**src/rtl/demux_2_32_buf.sv**
```systemverilog
// 1-to-2 demultiplexer with a per-channel FIFO and valid/ready handshakes on every side.
// Optional macro DEMUX_CNT_EN adds 16-bit completed-transfer counters cnt0/cnt1.
module demux_2_32_buf #(
    parameter int WIDTH = 32,
    parameter int DEPTH = 2
) (
    input  logic             clk,
    input  logic             rst_n,
    input  logic             in_valid,
    output logic             in_ready,
    input  logic             in_sel,
    input  logic [WIDTH-1:0] in_data,
    output logic             o0_valid,
    input  logic             o0_ready,
    output logic [WIDTH-1:0] o0_data,
    output logic             o1_valid,
    input  logic             o1_ready,
    output logic [WIDTH-1:0] o1_data
`ifdef DEMUX_CNT_EN
    ,
    output logic [15:0]      cnt0,
    output logic [15:0]      cnt1
`endif
);

    localparam int AW = $clog2(DEPTH);
    localparam int PW = AW + 1;

    typedef enum logic [1:0] {ST_EMPTY, ST_PARTIAL, ST_FULL} state_t;

    logic [1:0]       full_w;
    logic [1:0]       valid_w;
    logic [1:0]       ready_w;
    logic [WIDTH-1:0] data_w [2];
`ifdef DEMUX_CNT_EN
    logic [15:0]      cnt_w [2];
`endif

    assign ready_w  = {o1_ready, o0_ready};
    // in_ready looks only at registered state, so consumer ready never reaches it.
    assign in_ready = ~full_w[in_sel];
    assign o0_valid = valid_w[0];
    assign o1_valid = valid_w[1];
    assign o0_data  = data_w[0];
    assign o1_data  = data_w[1];

    generate
        for (genvar gi = 0; gi < 2; gi++) begin : g_ch
            logic [WIDTH-1:0] mem_q [DEPTH];
            logic [WIDTH-1:0] mem_d [DEPTH];
            logic [PW-1:0]    wp_q, wp_d, rp_q, rp_d;
            logic [WIDTH-1:0] head_q, head_d;
            state_t           state_q, state_d;
            logic             push, pop;

            assign push = in_valid && in_ready && (in_sel == 1'(gi));
            assign pop  = valid_w[gi] && ready_w[gi];

            always_comb begin
                mem_d = mem_q;
                wp_d  = wp_q;
                rp_d  = rp_q;
                if (push) begin
                    mem_d[wp_q[AW-1:0]] = in_data;
                    wp_d = wp_q + PW'(1);
                end
                if (pop) begin
                    rp_d = rp_q + PW'(1);
                end
                if (wp_d == rp_d) begin
                    state_d = ST_EMPTY;
                end else if ((wp_d[AW] != rp_d[AW]) && (wp_d[AW-1:0] == rp_d[AW-1:0])) begin
                    state_d = ST_FULL;
                end else begin
                    state_d = ST_PARTIAL;
                end
                // Head register follows the next read slot; it keeps the last word once drained.
                head_d = (wp_d != rp_d) ? mem_d[rp_d[AW-1:0]] : head_q;
            end

            // Storage lives in flops so an asynchronous reset can clear it completely.
            always_ff @(posedge clk or negedge rst_n) begin
                if (!rst_n) begin
                    wp_q    <= '0;
                    rp_q    <= '0;
                    head_q  <= '0;
                    state_q <= ST_EMPTY;
                    for (int i = 0; i < DEPTH; i++) begin
                        mem_q[i] <= '0;
                    end
                end else begin
                    wp_q    <= wp_d;
                    rp_q    <= rp_d;
                    head_q  <= head_d;
                    state_q <= state_d;
                    mem_q   <= mem_d;
                end
            end

            assign valid_w[gi] = (state_q != ST_EMPTY);
            assign full_w[gi]  = (state_q == ST_FULL);
            assign data_w[gi]  = head_q;

`ifdef DEMUX_CNT_EN
            logic [15:0] cnt_q, cnt_d;

            always_comb begin
                cnt_d = cnt_q + 16'(pop);
            end

            always_ff @(posedge clk or negedge rst_n) begin
                if (!rst_n) begin
                    cnt_q <= '0;
                end else begin
                    cnt_q <= cnt_d;
                end
            end

            assign cnt_w[gi] = cnt_q;
`endif
        end
    endgenerate

`ifdef DEMUX_CNT_EN
    assign cnt0 = cnt_w[0];
    assign cnt1 = cnt_w[1];
`endif

endmodule

```
**config.mk**
```make
export PLATFORM = sky130hd
export DESIGN_NAME = demux_2_32_buf
export DESIGN_NICKNAME = d
export VERILOG_FILES = /design/src/rtl/demux_2_32_buf.sv
export SDC_FILE = /design/constraint.sdc
export NUM_CORES = 1
export LEC_CHECK = 0
export CORE_AREA = 2 2 129 131
export DETAILED_ROUTE_END_ITERATION = 12
export DIE_AREA = 0 0 131 133
export GPL_TIMING_DRIVEN = 0
export PLACE_DENSITY = 0.85
export SYNTH_ARGS = -nofsm -noshare
export SYNTH_HDL_FRONTEND = slang
export SYNTH_SLANG_ARGS = --single-unit
```
**constraint.sdc**
```tcl
create_clock -name clk -period 7 [get_ports clk]
set_input_delay 1.4 -clock clk [delete_from_list [all_inputs] [get_ports clk]]
set_output_delay 1.4 -clock clk [all_outputs]
set_load 0.05 [all_outputs]
```
After elaboration in Yosys (flattened, before gate mapping)
Cells that the tools add are included.
{ "totals": {"reg_bits": 204, "inputBits": 38, "out_inout_bits": 67, "wordCells": 74} }
{ "classes": {"n_addsub": 4, "order_cmp": 7, "n_eq_ne": 10, "mux": 24, "bitwise_logic": 6, "reduce_logical": 11} }
{ "ops": {"columns": ["operator", "count"], "rows": [
  ["32-bit two-way mux", 8],
  ["64-bit bitwise mux", 2],
  ["64-bit two-way mux", 2],
  ["32-bit demux with 1-bit select", 2],
  ["2-bit two-way mux", 8],
  ["1-bit logical AND", 9],
  ["2-bit by 1-bit adder with 2-bit output (second input constant)", 4],
  ["2-bit greater-or-equal comparator (second input constant)", 4],
  ["1-bit inverter with 2-bit output", 4],
  ["2-bit == test", 2],
  ["2-bit == test (second input constant)", 2],
  ["2-bit by 1-bit < comparator with 1-bit output (second input constant)", 2],
  ["2-bit != test", 2],
  ["2-bit nonzero test", 2],
  ["1-bit == test", 2],
  ["1-bit by 2-bit < comparator with 1-bit output (second input constant)", 1],
  ["1-bit two-way mux", 2],
  ["1-bit != test", 2],
  ["1-bit inverter", 2]
]} }

Longest topological paths before layout
{ "depth": {"ltp_word": 11, "depth_mapped": 9, "depth_no_buf": 7} }

Worst setup path after synthesis
Ideal clock, no wire load.
{ "synth_path": {"kind": "in2out", "from": "input in_sel", "to": "output in_ready", "t_arrival_ns": 1.834, "required_ns": 5.600, "path_slack_ns": 3.766, "stages": 1, "n_path_buf": 0, "path_cell_list": "mux2_2"} }
{ "synth_between": {"elab_chain_cells": 3} }
{ "synth_rtl": {"columns": ["item", "line", "text"], "rows": [
  ["from (decl)", "11", "input logic in_sel,"],
  ["1-bit two-way mux (not written as such) (2 in series)", "41", "assign in_ready = ~full_w[in_sel];"],
  ["1-bit inverter", "41", null],
  ["to (decl)", "10", "output logic in_ready,"]
]} }
No other way between the ends. The select of a mux whose other input is x is not followed.

Worst setup path in the final report
Same ends and word-level chain as after synthesis.

==> results.ini <==
[setup_path]
cp.arrival_ns=3.05
path_max_fanout=4
worstSetupPathType=in2out
crit_required_ns=5.60
setup.worst_path.end=in_ready
worst_setup_path_start_kind=input port
startpoint=in_sel
reg2reg_from=g_ch[1].state_q[0]
r2r_slack_ns=4.33
reg2reg_depth=7
timing.rr.end=g_ch[1].mem_q[20]
endpoint_kind=output pin

[yosys]
ys_top_cells_by_area=dfrtp_1 53%, mux2_2 21%, nand3_1 5.1%
synth_seq_area_share=0.530
synthArstFlopShare=1.00
netlist_area_mm2=0.00964
ys_dominant_reg_cell=dfrtp_1
synth.largest_area_cell=dfrtp_1
yosysMostFrequentCell=dfrtp_1
synth_common_cells=204 x dfrtp_1, 182 x mux2_2, 98 x nand3_1
synth_cells=806
yosys_register_bits=204
synth_edf_count=0
syn_nets=844
syn_avg_cell_area_um2=12.0
synthDistinctLibCells=39
yosysWarnings=0
synth_top_area_frac=0.530

[floorplan]
initial_core_util=0.596
ios=105
num_rows=47
coreArea_mm2=0.0162
fp.dieW_um=131
die_h_um=133
die-area_mm2=0.0174

[route]
via_per_inst=6.08
drt_wl_total_mm=22.9
vias=7099
drt-pass1-iter-count=5
drt_iter0_drc=615
wl_per_cell_um=19.6
antenna_left=0
drcViolationCount=0

[cells_and_area]
n_antenna_cell=0
nets=973
layout-drive-gt1-share=0.259
syn2layout_area_growth_pct=21.1

[sta]
fin_ws_ns=2.55
worst_pin_slew_ns=0.787
finalClockSkew_ns=0.00604
final-hold-violation-count=0
relSlewSlack=0.470
max_freq_mhz=225
finalCriticalPeriod_ns=4.45
finalSetupViolCount=0
rsz0062_at_grt=no
period_share=0.635
report.final.slew_viol_count=0

[clock_tree]
cts-hold-fix-buffers=0
root_buffer=clkbuf_16
clock_sinks=204
cts_max_path_buffers=3
cts-htree-levels=1
cts_inserted_buffers=22
post-cts-setup-buffer-count=0
clkLatencyLatePin_ns=0.50
post_cts_resized=0
clk_pin_slew_ns=0.06
cts_tree=yes

[outcome]
status=completed

[placed_design]
dpl.hpwl_mm=15.1
place.port_buffers=104
gp_congestion=0.816
place_ws_ns=2.57

[global_routing]
grt_usage=0.269
grt_pass1_vias=7332
antenna_found_initial=0
grt_pass1_wl_mm=37.1
overflow=0
grt_max_degree=105

[run]
maxCapViolCount=0

[hold_path]
hold_path.class=reg2reg
hp-start=g_ch[1].mem_q[12]

[worst min-delay path by stage]
stage | slack (ns) | endpoint | depth (start not counted)
final | 0.50 | g_ch[1].mem_q[12] | 1
after global routing | 0.51 | g_ch[1].mem_q[19] | 1
after CTS | 0.50 | g_ch[1].mem_q[10] | 1
after detailed placement | 0.48 | g_ch[1].mem_q[9] | 1
after global placement | 0.48 | g_ch[1].mem_q[16] | 1
after floorplan | 0.47 | g_ch[1].rp_q[1] | 1
[cell type report]
cell class              count  area (um2)
plain buffers              60         274
repair buffers            105        1070
clock inverters             2        10.0
fillers                  1105        4500
well taps                 220         275
multi-input cells         537        4240
flip-flops and latches    204        5100
inverters                   5        18.8
clock buffers              34         677
[registers in the layout (all words and copies together) (netlist names)]
signal / count
g_ch.mem_q: 128
o0_data: 32
o1_data: 32
g_ch.rp_q: 4
g_ch.state_q: 4
g_ch.wp_q: 4
[worst max-delay path: stages]
cell and delay, ns:
clkdlybuf4s50_1 0.57, mux2_2 0.38, clkdlybuf4s50_1 0.70
[cell families after synthesis]
logic type | count (synthesis) | share of synthesized area
AOI/OAI and AO/OA | 73 | 0.0579
xor gates and xnor gates | 17 | 0.0190
buffers and inverters | 65 | 0.0304
DFF | 204 | 0.530
muxes | 194 | 0.230
and+or+nand+nor | 253 | 0.133
[routing by layer]
metal,part of all wire,routed length (um),track usage,vias up
li1,-,-,-,3170
met1,0.43,9780,0.372,3574
met2,0.48,11000,0.430,295
met3,0.062,1430,0.0364,60
met4,0.030,682,0.107,0
met5,0,0,0,-
[placed cells by master (no fill, tap or decap), drive strengths merged, types with 2 or more instances in the layout]
cell type	netlist	final
nand3	99	99
mux2i	3	3
nor2	68	68
o22ai	31	31
dfrtp	204	204
and2	2	2
xor2	5	5
or2	2	2
o2111ai	31	31
or3	33	33
and3	2	2
clkinv	0	2
o21ai	7	7
nand2	6	6
buf	17	19
nor3	3	3
mux2	191	191
xnor2	12	12
o31ai	2	2
nand4	3	3
clkdlybuf4s50	0	103
inv	5	5
nand2b	32	32
clkbuf	43	77
[per-stage QoR]
stage,setup TNS [ns],hold WS [ns],util,instances,cell area (um2)
floorplan,0,0.466,-,806,9640
global placement,-790.35,0.478,0.677,1130,11000
detailed placement,0,0.484,0.679,1131,11000
CTS,0,0.497,0.722,1167,11700
global route,0,0.513,0.722,1167,11700
finish,0,0.498,0.722,1167,11700
Power is not shown: default switching activity piles up to over one toggle a cycle in this logic, so the estimate is an artifact.
